===== src/rtl/pcie_dma_mwr_tlp_tx.sv =====
// ---------------------------------------------------------------------------
// pcie_dma_mwr_tlp_tx
//   Memory Write TLP transmit stage sitting behind the MWr BAR-RAM read
//   controller. Takes one DMA write command and asks the read controller for
//   the payload. It then emits a header beat followed by the payload beats on
//   a 128-bit AXI-stream-style TX port.
//
// Optional feature:
//   PCIE_DMA_MWR_TX_TIMEOUT_EN - adds a watchdog on WAIT_START. If no
//   i_gen_tlp_start arrives within TIMEOUT_CYC cycles, the command is
//   abandoned and o_err pulses for one cycle. When the macro is undefined,
//   o_err is tied 0.
//
// Ports:
//   clk, rst_n                      clock, asynchronous active-low reset
//   i_cmd_valid/o_cmd_ready         command handshake (accepted only in IDLE)
//   i_cmd_addr/length/tag, i_req_id command fields (length 0 means 1024 DW)
//   o_rd_en, o_rd_length            read request to the read controller
//   o_mwr_tx_busy, o_mwr_tx_hold    TLP in progress / TX back-pressure
//   o_mwr_tlp_tx                    payload beat consumed
//   i_gen_tlp_start, i_rd_data      first-beat-ready flag and payload beat
//   i_last_data                     last-beat flag (cross-checked only)
//   o_axis_t*, i_axis_tready        TX stream toward the PCIe core
//   o_done, o_err                   completion / abort pulses
// ---------------------------------------------------------------------------

// Cross-check: the read controller's last flag must match the beat counter.
module pcie_dma_mwr_tlp_tx_chk (
  input  logic clk,
  input  logic rst_n,
  input  logic beat_acc,
  input  logic last_beat,
  input  logic last_data
);
  a_last_match: assert property (@(posedge clk) disable iff (!rst_n)
                                 beat_acc |-> (last_data == last_beat));
endmodule

module pcie_dma_mwr_tlp_tx #(
  parameter logic [15:0] REQ_ID_DEF  = 16'h0000,
  parameter logic [15:0] TIMEOUT_CYC = 16'd4096
) (
  input  logic         clk,
  input  logic         rst_n,
  input  logic         i_cmd_valid,
  output logic         o_cmd_ready,
  input  logic [63:0]  i_cmd_addr,
  input  logic [9:0]   i_cmd_length,
  input  logic [7:0]   i_cmd_tag,
  input  logic [15:0]  i_req_id,
  output logic         o_rd_en,
  output logic [9:0]   o_rd_length,
  output logic         o_mwr_tx_busy,
  output logic         o_mwr_tx_hold,
  output logic         o_mwr_tlp_tx,
  input  logic         i_gen_tlp_start,
  input  logic [127:0] i_rd_data,
  input  logic         i_last_data,
  output logic         o_axis_tvalid,
  input  logic         i_axis_tready,
  output logic [127:0] o_axis_tdata,
  output logic [3:0]   o_axis_tkeep,
  output logic         o_axis_tlast,
  output logic         o_done,
  output logic         o_err
);

  typedef enum logic [2:0] {
    S_IDLE  = 3'd0,
    S_REQ   = 3'd1,
    S_WAIT  = 3'd2,
    S_HDR   = 3'd3,
    S_DATA  = 3'd4,
    S_DONE  = 3'd5
  } state_t;

  state_t        state_q, state_d;
  logic          ready_q, ready_d;
  logic [61:0]   addr_q, addr_d;     // byte address bits [63:2]
  logic [9:0]    len_q, len_d;
  logic [7:0]    tag_q, tag_d;
  logic [15:0]   rid_q, rid_d;
  logic [8:0]    beats_q, beats_d;   // payload beats still to send
  logic          start_q, start_d;   // start pulse seen during REQ/WAIT

  logic [10:0]   len_ext_s, beats_sum_s;
  logic          is_4dw_s, last_beat_s, beat_acc_s, err_s;
  logic [3:0]    last_be_s, last_keep_s;
  logic [31:0]   dw0_s, dw1_s, dw2_s, dw3_s;
  logic          unused_ok_s;

`ifdef PCIE_DMA_MWR_TX_TIMEOUT_EN
  logic [15:0]   to_cnt_q, to_cnt_d;
  assign unused_ok_s = ^i_cmd_addr[1:0];
`else
  assign unused_ok_s = ^{i_cmd_addr[1:0], TIMEOUT_CYC};
`endif

  // Header fields: a 4DW header is needed only when the upper address is non-zero.
  always_comb begin
    is_4dw_s    = |addr_q[61:30];
    last_be_s   = (len_q == 10'd1) ? 4'h0 : 4'hF;
    dw0_s       = {(is_4dw_s ? 3'b011 : 3'b010), 5'b00000, 8'h00, 6'b000000, len_q};
    dw1_s       = {rid_q, tag_q, last_be_s, 4'hF};
    dw2_s       = is_4dw_s ? addr_q[61:30] : {addr_q[29:0], 2'b00};
    dw3_s       = is_4dw_s ? {addr_q[29:0], 2'b00} : 32'h0000_0000;
    // Length 0 encodes 1024 DW, so extend to 11 bits before rounding up.
    len_ext_s   = {(i_cmd_length == 10'd0), i_cmd_length};
    beats_sum_s = len_ext_s + 11'd3;
    case (len_q[1:0])
      2'd0:    last_keep_s = 4'hF;
      2'd1:    last_keep_s = 4'h1;
      2'd2:    last_keep_s = 4'h3;
      2'd3:    last_keep_s = 4'h7;
      default: last_keep_s = 4'hF;
    endcase
  end

  // Next-state and output decode.
  always_comb begin
    state_d       = state_q;
    addr_d        = addr_q;
    len_d         = len_q;
    tag_d         = tag_q;
    rid_d         = rid_q;
    beats_d       = beats_q;
    start_d       = 1'b0;
    o_rd_en       = 1'b0;
    o_mwr_tx_busy = 1'b0;
    o_axis_tvalid = 1'b0;
    o_axis_tdata  = 128'd0;
    o_axis_tkeep  = 4'h0;
    o_axis_tlast  = 1'b0;
    o_mwr_tlp_tx  = 1'b0;
    o_done        = 1'b0;
    err_s         = 1'b0;
    last_beat_s   = (beats_q == 9'd1);
    beat_acc_s    = 1'b0;
`ifdef PCIE_DMA_MWR_TX_TIMEOUT_EN
    to_cnt_d      = 16'd0;
`endif
    case (state_q)
      S_IDLE: begin
        if (i_cmd_valid && ready_q) begin
          addr_d  = i_cmd_addr[63:2];
          len_d   = i_cmd_length;
          tag_d   = i_cmd_tag;
          rid_d   = (i_req_id == 16'h0000) ? REQ_ID_DEF : i_req_id;
          beats_d = beats_sum_s[10:2];
          state_d = S_REQ;
        end else begin
          state_d = S_IDLE;
        end
      end
      S_REQ: begin
        o_rd_en       = 1'b1;
        o_mwr_tx_busy = 1'b1;
        start_d       = i_gen_tlp_start;
        state_d       = S_WAIT;
      end
      S_WAIT: begin
        o_rd_en       = 1'b1;
        o_mwr_tx_busy = 1'b1;
        start_d       = start_q | i_gen_tlp_start;
        if (start_q || i_gen_tlp_start) begin
          state_d = S_HDR;
`ifdef PCIE_DMA_MWR_TX_TIMEOUT_EN
        end else if (to_cnt_q == (TIMEOUT_CYC - 16'd1)) begin
          err_s   = 1'b1;
          state_d = S_IDLE;
        end else begin
          to_cnt_d = to_cnt_q + 16'd1;
`else
        end else begin
`endif
          state_d = S_WAIT;
        end
      end
      S_HDR: begin
        o_rd_en       = 1'b1;
        o_mwr_tx_busy = 1'b1;
        o_axis_tvalid = 1'b1;
        o_axis_tdata  = {dw3_s, dw2_s, dw1_s, dw0_s};
        o_axis_tkeep  = 4'hF;
        if (i_axis_tready) begin
          state_d = S_DATA;
        end else begin
          state_d = S_HDR;
        end
      end
      S_DATA: begin
        o_rd_en       = 1'b1;
        o_mwr_tx_busy = 1'b1;
        o_axis_tvalid = 1'b1;
        o_axis_tdata  = i_rd_data;
        o_axis_tkeep  = last_beat_s ? last_keep_s : 4'hF;
        o_axis_tlast  = last_beat_s;
        if (i_axis_tready) begin
          o_mwr_tlp_tx = 1'b1;
          beat_acc_s   = 1'b1;
          beats_d      = beats_q - 9'd1;
          state_d      = last_beat_s ? S_DONE : S_DATA;
        end else begin
          state_d = S_DATA;
        end
      end
      S_DONE: begin
        o_done  = 1'b1;
        state_d = S_IDLE;
      end
      default: begin
        state_d = S_IDLE;
      end
    endcase
    ready_d = (state_d == S_IDLE);
  end

  assign o_mwr_tx_hold = o_axis_tvalid & ~i_axis_tready;
  assign o_rd_length   = len_q;
  assign o_cmd_ready   = ready_q;
  assign o_err         = err_s;

  // State and command latches.
  always_ff @(posedge clk or negedge rst_n) begin
    if (!rst_n) begin
      state_q  <= S_IDLE;
      ready_q  <= 1'b0;
      addr_q   <= 62'd0;
      len_q    <= 10'd0;
      tag_q    <= 8'd0;
      rid_q    <= 16'd0;
      beats_q  <= 9'd0;
      start_q  <= 1'b0;
`ifdef PCIE_DMA_MWR_TX_TIMEOUT_EN
      to_cnt_q <= 16'd0;
`endif
    end else begin
      state_q  <= state_d;
      ready_q  <= ready_d;
      addr_q   <= addr_d;
      len_q    <= len_d;
      tag_q    <= tag_d;
      rid_q    <= rid_d;
      beats_q  <= beats_d;
      start_q  <= start_d;
`ifdef PCIE_DMA_MWR_TX_TIMEOUT_EN
      to_cnt_q <= to_cnt_d;
`endif
    end
  end

  pcie_dma_mwr_tlp_tx_chk u_chk (
    .clk       (clk),
    .rst_n     (rst_n),
    .beat_acc  (beat_acc_s),
    .last_beat (last_beat_s),
    .last_data (i_last_data)
  );

endmodule


===== config.mk =====
export PLATFORM = sky130hd
export DESIGN_NAME = pcie_dma_mwr_tlp_tx
export DESIGN_NICKNAME = d
export VERILOG_FILES = /design/src/rtl/pcie_dma_mwr_tlp_tx.sv
export SDC_FILE = /design/constraint.sdc
export NUM_CORES = 1
export LEC_CHECK = 0
export BUFFER_PORTS_ARGS = -buffer_cell sky130_fd_sc_hd__buf_4
export CORE_AREA = 4 4 146 148
export CTS_BUF_LIST = sky130_fd_sc_hd__clkbuf_16
export CTS_CLUSTER_SIZE = 40
export DETAILED_ROUTE_END_ITERATION = 12
export DIE_AREA = 0 0 150 152
export PLACE_DENSITY = 0.66
export SYNTH_ARGS = -nofsm -noshare
export SYNTH_HDL_FRONTEND = slang
export SYNTH_SLANG_ARGS = --single-unit
export TNS_END_PERCENT = 20

===== constraint.sdc =====
create_clock -name clk -period 3.25 [get_ports clk]
set_input_delay 0.65 -clock clk [delete_from_list [all_inputs] [get_ports clk]]
set_output_delay 0.65 -clock clk [all_outputs]
set_load 0.01 [all_outputs]

# ---- Word-level counts from Yosys, hierarchy flattened
# Index checks and enable logic that the tools add are counted.
dict set report totals {
  regBits 110
  latch_bits 0
  ramBits 0
  rom_bits 0
  in_bits 232
  output_inout_bits 151
  wordCells 63
  memories 0
}
dict set report classes {
  n_addsub 2
  multipliers 0
  n_div 0
  magnitude_cmp 0
  n_eq_ne 12
  shifts 0
  muxes 25
  bitwise 3
  reduce_logical 13
}
# cell count
set ops {}
lappend ops {{128-bit one-hot mux with 2 select lines} 1}
lappend ops {{32-bit two-way mux} 2}
lappend ops {{32-bit OR reduction} 1}
lappend ops {{9-bit two-way mux} 2}
lappend ops {{9-bit one-hot mux with 2 select lines} 1}
lappend ops {{16-bit logical NOT} 1}
lappend ops {{16-bit two-way mux} 1}
lappend ops {{4-bit one-hot mux with 4 select lines} 1}
lappend ops {{3-bit one-hot mux with 5 select lines} 1}
lappend ops {{11-bit by 2-bit adder with 11-bit output (second input constant)} 1}
lappend ops {{1-bit two-way mux} 11}
lappend ops {{10-bit by 1-bit == test with 1-bit output (second input constant)} 1}
lappend ops {{10-bit logical NOT} 1}
lappend ops {{9-bit by 1-bit == test with 1-bit output (second input constant)} 1}
lappend ops {{9-bit by 1-bit subtractor with 9-bit output (second input constant)} 1}
lappend ops {{4-bit two-way mux} 2}
lappend ops {{4-bit one-hot mux with 2 select lines} 1}
lappend ops {{3-bit by 2-bit == test with 1-bit output (second input constant)} 2}
lappend ops {{3-bit == test (second input constant)} 2}
lappend ops {{3-bit logical NOT} 2}
lappend ops {{2-bit == test (second input constant)} 2}
lappend ops {{2-bit != test (second input constant)} 2}
lappend ops {{4-bit OR reduction} 1}
lappend ops {{3-bit by 1-bit == test with 1-bit output (second input constant)} 1}
lappend ops {{other kinds (13)} 13}

# ---- Longest topological paths before layout
# Gate-level depths: netlist of run 1.
dict set report logic_depth {
  depth_word 5
  mapped_depth 7
  depth_no_buf 6
}

# ---- Worst setup path before layout of run 1
# Ideal clock, no wire load.
dict set report synth_path {
  path_kind {register to output}
  startpoint {reg addr_q[49]}
  endpoint {out o_axis_tdata[66]}
  t_arrival_ns 1.647
  required_ns 2.600
  slack_ns 0.953
  stages_incl_launch_ff 7
  n_path_buf 2
  path_cell_list {dfrtp_1 -> nor4_1 -> nand4_1 -> or2_2 -> buf_2 -> clkbuf_1 -> o21ai_0}
}
dict set report synth_between {
  elab_chain_cells 3
}
# element line
set synth_rtl {}
lappend synth_rtl {{start, declared} 79} ;# logic [61:0] addr_q, addr_d;
lappend synth_rtl {{start signal, assigned} 240} ;# addr_q <= addr_d;
lappend synth_rtl {{32-bit OR reduction} 101} ;# is_4dw_s = |addr_q[61:30];
lappend synth_rtl {{32-bit two-way mux} 105} ;# dw2_s = is_4dw_s ? addr_q[61:30] : {addr_q[29:0], 2'b00};
lappend synth_rtl {{128-bit one-hot mux with 2 select lines} 142} ;# case (state_q)
lappend synth_rtl {{end, declared} 61} ;# output logic [127:0] o_axis_tdata,
# No other way between the ends.

# ---- Worst setup path after layout of run 1
dict set report layout_path {
  startpoint {reg addr_q[30]}
  endpoint {out o_axis_tdata[95]}
}
# The elaborated chain is that of the path after synthesis.

==> flow_summary.toml, run 1 <==
[outcome]
outcome = "complete, no violations"

[grt]
grt_pass1_vias = 6894
grt-ovfl-total = 0
grt_pass1_wl_um = 40010
grt_usage_pct = 22.30
antenna_found_initial = 0
grt_max_degree = 71

[route]
wl_per_cell_um = 18.87
wirelength_um = 26460
drc = 0
drt_iter0_markers = 528
antenna_left = 0
vias_per_cell = 4.974
drt_pre_antenna_iters = 6
route.vias.total = 6973

[die]
num_rows = 52
die_h_um = 152
die-area_um2 = 22800
boundaryPins = 383
start_util_pct = 31.27
die_w_um = 150
core_um2 = 20040

[worst_setup_path]
regToRegSetupSlack_ns = 1.01
reg2reg_depth = 6
arrival_ns = 2.44
cp-startpoint = "addr_q[30]$_DFFE_PN0P_"
start_kind = "register"
required_ns = 2.60
end_kind = "output port"
critPathMaxFanout = 36
worstSetupPathType = "reg -> out"
r2r_end = "o_rd_length[4]$_DFFE_PN0P_"
crit-reg2reg-launch = "state_q[2]$_DFF_PN0_"

[logic_synthesis]
syn_nets = 1023
yosys_warnings = 0
syn_area_per_cell_um2 = 7.974
synth_edf_count = 0
synth_ff_type = "dfrtp_1"
ys_ff_latch = 110
ys_seq_area_share_pct = 43.92
syn_area_um2 = 6267
synthArstFlopShare_pct = 100.0
synthCells = 786
yosysUniqueCellTypes = 47

[sta]
rsz0062_at_grt = "no"
fmax_mhz = 323.8
period_share_pct = 95.04
maxSlewHeadroom_pct = 57.74
finalClockSkew_ns = 0.007443
finalSetupViolCount = 0
worstMarginPinSlew_ns = 0.6338
setup_slack_ns = 0.1612
post-route-min-period_ns = 3.089
slew_violations = 0
hold_viol = 0
finalSetupTns_ns = 0
holdWs_ns = 0.1851

[final_layout]
n_antenna_cell = 0
fin_nets = 1364
final_cell_mix = "389 x buf_4, 336 x nand2_1, 110 x dfrtp_1"
syn2layout_area_growth_pct = 54.48
layout_commonest_cell = "buf_4"
layout-drive-gt1-share_pct = 37.01
fillerInstances = 1986

[placed_design]
hpwl_um = 20440
routabilityCongestion = 0.9355
portBuffers = 378
dp_slack_ns = 0.3377

[power_and_ir_drop]
p_per_area_nw_per_um2 = 744.4
p_leak_nw = 5.040
irDropWorstVdd_v = 0.0004287

[clock_tree]
post_cts_buffers = 0
cts.sinks = 110
cts_buffer_depth = 2
cts_buffers = 9
worst_skew_pair.late_latency_ns = 0.35
cts_tree = "done"
clk_pin_slew_ns = 0.08
htree_levels = 3
root_buffer = "clkbuf_16"
ctsHoldBuffers = 0

[worst_hold_path]
min_path_type = "in -> async"

[run]
max-cap-violations = 0
-- stage by stage --
step	instances	total power [mW]	cell area, um^2	util (%)
floorplan	786	4.288	6267	-
global placement	1386	5.983	9368	46.75
detailed placement	1386	6.057	9368	46.75
CTS	1402	7.259	9682	48.31
global route	1402	7.725	9682	48.31
finish	1402	7.207	9682	48.31
-- report_power, final --
part / internal [mW] / switching [mW] / total (mW)
logic: 1.62 / 1.76 / 3.38
registers: 1.99 / 0.658 / 2.65
clock network: 0.616 / 0.563 / 1.18
-- area by class of cell --
class	count	area (um^2)	area share (%)
flip-flops and latches	110	2753	28.43
clock buffers	9	225.2	2.326
clock inverters	7	86.33	0.8917
inverters	9	33.78	0.3489
multi-input cells	602	3206	33.11
well taps	270	337.8	3.489
repair buffers	395	3040	31.40
-- sequential cells by signal, summed over array words and instances, names as in the netlist --
name	cells
start_q	1
o_rd_length	10
beats_q	9
o_cmd_ready	1
addr_q	62
state_q	3
tag_q	8
rid_q	16
-- worst max-delay path: stages (launching register included) --
cell     delay, ns
dfrtp_1       0.41
nor4_1        0.42
nand4_1       0.19
or2_4         0.43
o21ai_0       0.44
buf_4         0.21
-- repair_timing --
action / CTS / global route
setup endpoints to repair: 26 / 0
resized for setup: 1 / 0
endpoints found under the hold margin: 0 / 0
-- Yosys cell counts (2+ instances only) --
cell      number  area share (%)
nor3b_1        2            0.24
nand3_1        4            0.32
nand2_1      336              20
clkbuf_1      35             2.1
ha_1           5             1.0
nor3_1         9            0.72
nand4_1        4            0.40
xnor2_1        6            0.84
dfrtp_1      110              44
a31oi_1        2            0.20
or4_1          2            0.24
buf_4          3            0.36
nor2_1        14            0.84
and3_1         3            0.30
a32o_1        30             4.8
inv_1          9            0.54
a22o_1        35             4.9
a211oi_1       5            0.60
a21oi_1        3            0.24
and2_1        26             2.6
o221ai_1       2            0.28
o211ai_1       2            0.24
nor4_1        12             1.2
buf_2         21             1.7
a22oi_1       30             3.6
buf_6          3            0.54
or2_2          2            0.20
or3_1          2            0.20
a21boi_0       2            0.24
buf_1          3            0.18
a21o_1         4            0.48
nor4b_1        2            0.28
o21ai_0       44             3.5
-- how the worst max path moves through the flow --
stage                     slack [ns]  cells after the start                end
after floorplan                 0.95                      6   o_axis_tdata[66]
after CTS                       0.15                      6  o_axis_tdata[111]
after global routing            0.04                      6  o_axis_tdata[121]
final                           0.16                      5   o_axis_tdata[95]
after global placement          0.34                      6  o_axis_tdata[103]
after detailed placement        0.34                      6  o_axis_tdata[103]
-- layer usage --
layer	global-route usage (%)	wire length (um)	vias up
li1	-	-	3359
met1	30.33	11240	3318
met2	36.29	12720	268
met3	4.707	2007	28
met4	5.447	490	0
met5	0	0	-
-- logic make-up (layout without fill, tap and decap cells) --
| kind of cell | Yosys count | after routing | synth area share [%] |
|---|---|---|---|
| flip-flops | 110 | 110 | 43.92 |
| buffers and inverters | 74 | 420 | 5.390 |
| AND/OR/NAND/NOR | 426 | 426 | 28.99 |
| AO/OA/AOI/OAI | 164 | 164 | 19.80 |
| XOR/XNOR | 6 | 6 | 0.8385 |
| adder cells (fa/ha/maj) | 5 | 5 | 0.9982 |
| other | 1 | 1 | 0.05983 |
Power figures use the tool's default switching activity.
==> inputs of run 2 (changes only) <==
- CORE_AREA: 4 4 146 148 -> not set
- CORE_ASPECT_RATIO: not set -> 0.7
- CORE_MARGIN: not set -> 4
- CORE_UTILIZATION: not set -> 35
- DIE_AREA: 0 0 150 152 -> not set
- PLACE_DENSITY: 0.66 -> 0.72
==> run 2 against run 1 <==
First-iteration DRC count grew 13%. Critical path type unchanged. Sequential share of layout area grew 0.23 points. Largest cell class unchanged. Worst hold slack better by 0.17 ns. Global-route usage increased by 2.2 points. Non-clock buffer count decreased by 2.
==> flow_summary.toml, run 2 (synthesized netlist as in run 1, its figures left out) <==
[outcome]
outcome = "complete, no violations"

[sta]
finalSetupViolCount = 0
post-route-min-period_ns = 3.071
rsz0062_at_grt = "no"
fmax_mhz = 325.6
period_share_pct = 94.49
slew_violations = 0
hold_viol = 0
finalClockSkew_ns = 0.01117
worstMarginPinSlew_ns = 0.7493
holdWs_ns = 0.3583
finalSetupTns_ns = 0
maxSlewHeadroom_pct = 50.05
setup_slack_ns = 0.1789

[clock_tree]
cts_tree = "done"
cts_buffer_depth = 2
htree_levels = 3
root_buffer = "clkbuf_16"
cts_buffers = 9
worst_skew_pair.late_latency_ns = 0.35
clk_pin_slew_ns = 0.08
cts.sinks = 110
ctsHoldBuffers = 0

[power_and_ir_drop]
p_leak_nw = 5.025
p_int_mw = 4.168
finalPower_mw = 7.179
switchingPower_mw = 3.011
swShare_pct = 41.94
p_per_area_nw_per_um2 = 747.4
irDropWorstVdd_v = 0.0003322
clkPwrFrac_pct = 14.9
pwr-share-seq_pct = 38.0
comb_power_share_pct = 47.2

[route]
drc = 0
drt_iter0_markers = 598
route.vias.total = 7016
wl_per_cell_um = 19.06
antenna_left = 0
vias_per_cell = 5.155
drt_pre_antenna_iters = 5
wirelength_um = 25940

[worst_setup_path]
start_kind = "register"
cp-startpoint = "state_q[1]$_DFF_PN0_"
arrival_ns = 2.42
crit_chain = "nand2_1, nor2_4, buf_12, nand2_1, o21ai_0, buf_4"
end_kind = "output port"
critPathMostFrequentCell = "nand2_1"
worstSetupPathType = "reg -> out"
slowest_delay_ns = 0.58
critPathMaxFanout = 31
required_ns = 2.60
critPathSlowestCell = "dfrtp_1"
crit-reg2reg-launch = "state_q[0]$_DFF_PN0_"

[grt]
grt_usage_pct = 24.46
grt_pass1_vias = 6772
grt-ovfl-total = 0
grt_max_degree = 76
antenna_found_initial = 0
grt_pass1_wl_um = 38870

[final_layout]
final_area_um2 = 9605
final_cell_mix = "386 x buf_4, 336 x nand2_1, 110 x dfrtp_1"
largest_register_ffs = 62
layout_commonest_cell = "buf_4"
n_antenna_cell = 0
layout-drive-gt1-share_pct = 36.90
syn2layout_area_growth_pct = 53.26
fillerInstances = 1653
fin_nets = 1362
largest_register = "addr_q"
utilization_pct = 55.31
finalNonFillerCells = 1361

[worst_hold_path]
min_path_type = "in -> async"

[placed_design]
portBuffers = 378
hpwl_um = 20020
placed_cell_area_um2 = 9316
numPlacedInstances = 1345
routabilityCongestion = 0.9378
dp_slack_ns = 0.3579

[die]
start_util_pct = 36.09
die-area_um2 = 20150
boundaryPins = 383
num_rows = 40
die_h_um = 120.0
core_um2 = 17370
die_w_um = 167.9

[run]
max-cap-violations = 0
-- run 2: power groups by stage --
stage               registers [mW]  clock network (mW)  logic, mW
finish                        2.72                1.07       3.39
global route                  2.80                1.16       3.74
CTS                           2.70                1.10       3.41
detailed placement            2.71                   0       3.40
global placement              2.71                   0       3.34
floorplan                     2.41                   0       1.87
-- run 2: final cells by class --
class                           instances  area (um^2)  area share, %
Clock buffer                            9        225.2          2.345
Clock inverter                          7        55.05         0.5731
Inverter                                9        33.78         0.3517
Multi-Input combinational cell        602         3212          33.44
Sequential cell                       110         2753          28.66
Tap cell                              231        289.0          3.009
Timing Repair Buffer                  393         3038          31.63
-- run 2: worst paths after layout --
kind	endpoint	slack [ns]	cells past startpoint
max	o_axis_tdata[87]	0.18	6
min	addr_q[47]$_DFFE_PN0P_	0.36	1
max reg2reg	o_rd_length[7]$_DFFE_PN0P_	1.15	5
min reg2reg	rid_q[1]$_DFFE_PN0P_	0.49	2
max in group asynchronous	tag_q[5]$_DFFE_PN0P_	2.15	2
min in group clk	rid_q[1]$_DFFE_PN0P_	0.49	2
-- run 2: worst max-delay path, delay by kind of cell (launching register included) --
kind / cells / cell delay, ns
AO/OA/AOI/OAI: 1 / 0.26
buffers and inverters: 2 / 0.42
flip-flops: 1 / 0.58
AND/OR/NAND/NOR: 3 / 0.79
-- run 2: routing by layer --
layer	GRT usage (%)	vias to the layer above	routed length [um]	share of wire (%)
met1	33.79	3258	11090	43
met4	4.967	0	363	1.4
met5	0	-	0	0
met3	9.253	26	2806	11
li1	-	3361	-	-
met2	36.74	371	11680	45
-- run 2: timing repair --
item / 4_1_cts / 5_1_grt
setup buffers: 0 / 0
endpoints found under the hold margin: 0 / 0
gates cloned: 0 / 0
setup endpoints to repair: 2 / 2
resized for setup: 1 / 2
==> inputs of run 3 (changes only) <==
- ABC_AREA: not set -> 1
- PLACE_DENSITY: 0.72 -> 0.71
- SYNTH_HIERARCHICAL: not set -> 1
==> run 3 against run 2 <==
First-iteration DRC count up 14%. Wire length down 0.30%. Fmax up 3.2%. Synthesized area up 5.5%. Core utilization down 0.85 points. Via count up 7.0%. Non-clock buffer count up 2. Worst hold slack worse by 0.20 ns. Flip-flop and latch count unchanged. Critical path type unchanged. Largest power group unchanged.
==> flow_summary.toml, run 3 <==
[route]
drt_pre_antenna_iters = 5
wirelength_um = 25860
route.vias.total = 7508
drc = 0
drt_iter0_markers = 683
vias_per_cell = 4.822
wl_per_cell_um = 16.61
antenna_left = 0

[run]
max-cap-violations = 0

[die]
die_w_um = 172.3
die_h_um = 123.0
core_um2 = 18260
start_util_pct = 36.22
boundaryPins = 383
die-area_um2 = 21190
num_rows = 41

[placed_design]
placed_cell_area_um2 = 9642
hpwl_um = 20340
portBuffers = 378
routabilityCongestion = 0.9270
dp_slack_ns = 0.6919

[power_and_ir_drop]
p_per_area_nw_per_um2 = 721.9
irDropWorstVdd_v = 0.0005486
p_leak_nw = 5.482

[sta]
setup_slack_ns = 0.2731
slew_violations = 0
finalClockSkew_ns = 0.008631
period_share_pct = 91.60
rsz0062_at_grt = "no"
maxSlewHeadroom_pct = 48.69
hold_viol = 0
worstMarginPinSlew_ns = 0.7697
post-route-min-period_ns = 2.977
fmax_mhz = 335.9
finalSetupViolCount = 0
holdWs_ns = 0.1538
finalSetupTns_ns = 0

[worst_setup_path]
worstSetupPathType = "reg -> out"
required_ns = 2.60
arrival_ns = 2.33
end_kind = "output port"
start_kind = "register"
critPathMaxFanout = 30

[grt]
grt_usage_pct = 23.11
grt_max_degree = 78
grt_pass1_vias = 6850
grt-ovfl-total = 0
grt_pass1_wl_um = 37970
antenna_found_initial = 1

[logic_synthesis]
syn_area_um2 = 6614
yosysUniqueCellTypes = 30
syn_nets = 1207
yosys_warnings = 6
yosysMostFrequentCell = "nand2_1"
yosys.area.top_type = "dfrtp_1"
ys_top_cells_by_area = "dfrtp_1 42%, nand2_1 24%, o21ai_0 6.1%"
synthCells = 970
synth_ff_type = "dfrtp_1"
synth_edf_count = 0
syn_area_per_cell_um2 = 6.818
synthArstFlopShare_pct = 100.0
ys_ff_latch = 110
synthTopCellsByCount = "424 x nand2_1, 110 x dfrtp_1, 82 x inv_1, 81 x o21ai_0, 72 x nor2_1"
ys_seq_area_share_pct = 41.62
synth_top_area_share_pct = 41.62

[final_layout]
layout-drive-gt1-share_pct = 31.87
largest_register_ffs = 62
largest_register = "addr_q"
final_cell_mix = "424 x nand2_1, 390 x buf_4, 110 x dfrtp_1"
fin_nets = 1553
syn2layout_area_growth_pct = 50.38
n_antenna_cell = 0
layout_commonest_cell = "nand2_1"
final_area_um2 = 9946
fillerInstances = 1791
utilization_pct = 54.46

[clock_tree]
post_cts_buffers = 0
cts_buffers = 9
ctsHoldBuffers = 0
clk_pin_slew_ns = 0.08
cts_buffer_depth = 2
cts_resized = 0
worst_skew_pair.late_latency_ns = 0.35
cts_tree = "done"
cts.sinks = 110
htree_levels = 3
root_buffer = "clkbuf_16"

[outcome]
outcome = "complete, no violations"

[worst_hold_path]
min_path_type = "in -> async"
run 3: layout make-up:
type,count,area (um^2),share of cell area (%)
Sequential cell,110,2753,27.68
Clock inverter,7,78.83,0.7926
Inverter,85,321.6,3.233
Clock buffer,9,225.2,2.264
Tap cell,236,295.3,2.969
Timing Repair Buffer,395,3028,30.44
Multi-Input combinational cell,715,3244,32.62
run 3: report_power, final:
group / leakage (nW) / switching, mW / internal [mW] / total (mW)
Combinational: 3.97 / 2.04 / 1.54 / 3.58
Sequential: 1.37 / 0.456 / 2.00 / 2.46
Clock: 0.144 / 0.532 / 0.608 / 1.14
run 3: logic make-up after synthesis:
logic type	count (synthesis)	share of synthesized area [%]
AND/OR/NAND/NOR	555	32.86
AO/OA/AOI/OAI	153	14.83
buffers and inverters	145	9.554
flip-flops	110	41.62
adder cells (fa/ha/maj)	5	0.9459
XOR/XNOR	1	0.1324
other	1	0.05670
run 3: worst paths after layout:
path	to	depth (start not counted)	startpoint	slack (ns)
setup / recovery	o_axis_tdata[101]	8	addr_q[51]$_DFFE_PN0P_	0.27
hold / removal	addr_q[9]$_DFFE_PN0P_	1	rst_n	0.15
setup reg to reg	beats_q[4]$_DFFE_PN0P_	8	state_q[1]$_DFF_PN0_	1.09
hold reg to reg	rid_q[8]$_DFFE_PN0P_	2	rid_q[8]$_DFFE_PN0P_	0.48
max in group asynchronous	tag_q[1]$_DFFE_PN0P_	2	rst_n	2.42
min in group clk	rid_q[8]$_DFFE_PN0P_	2	rid_q[8]$_DFFE_PN0P_	0.48
run 3: layer usage:
metal,global-route usage (%),share of wire [%],vias to the layer above
li1,-,-,3745
met1,34.91,47,3463
met2,34.88,45,287
met5,0,0.050,-
met3,5.337,7.7,11
met4,2.749,0.54,2
run 3: per-stage QoR:
step                std cells  total power [mW]
floorplan                 970             4.351
global placement         1541             5.975
detailed placement       1541             6.048
CTS                      1557             7.220
global route             1557             7.717
finish                   1557             7.180
run 3: worst max-delay path, cell delays in order (launching register included):
cell and delay [ns]:
dfrtp_1 0.44, nor2_1 0.11, nand2_1 0.05, nor2_1 0.10
nand2_1 0.30, o21ai_2 0.22, buf_4 0.31, o21ai_0 0.23
buf_4 0.20
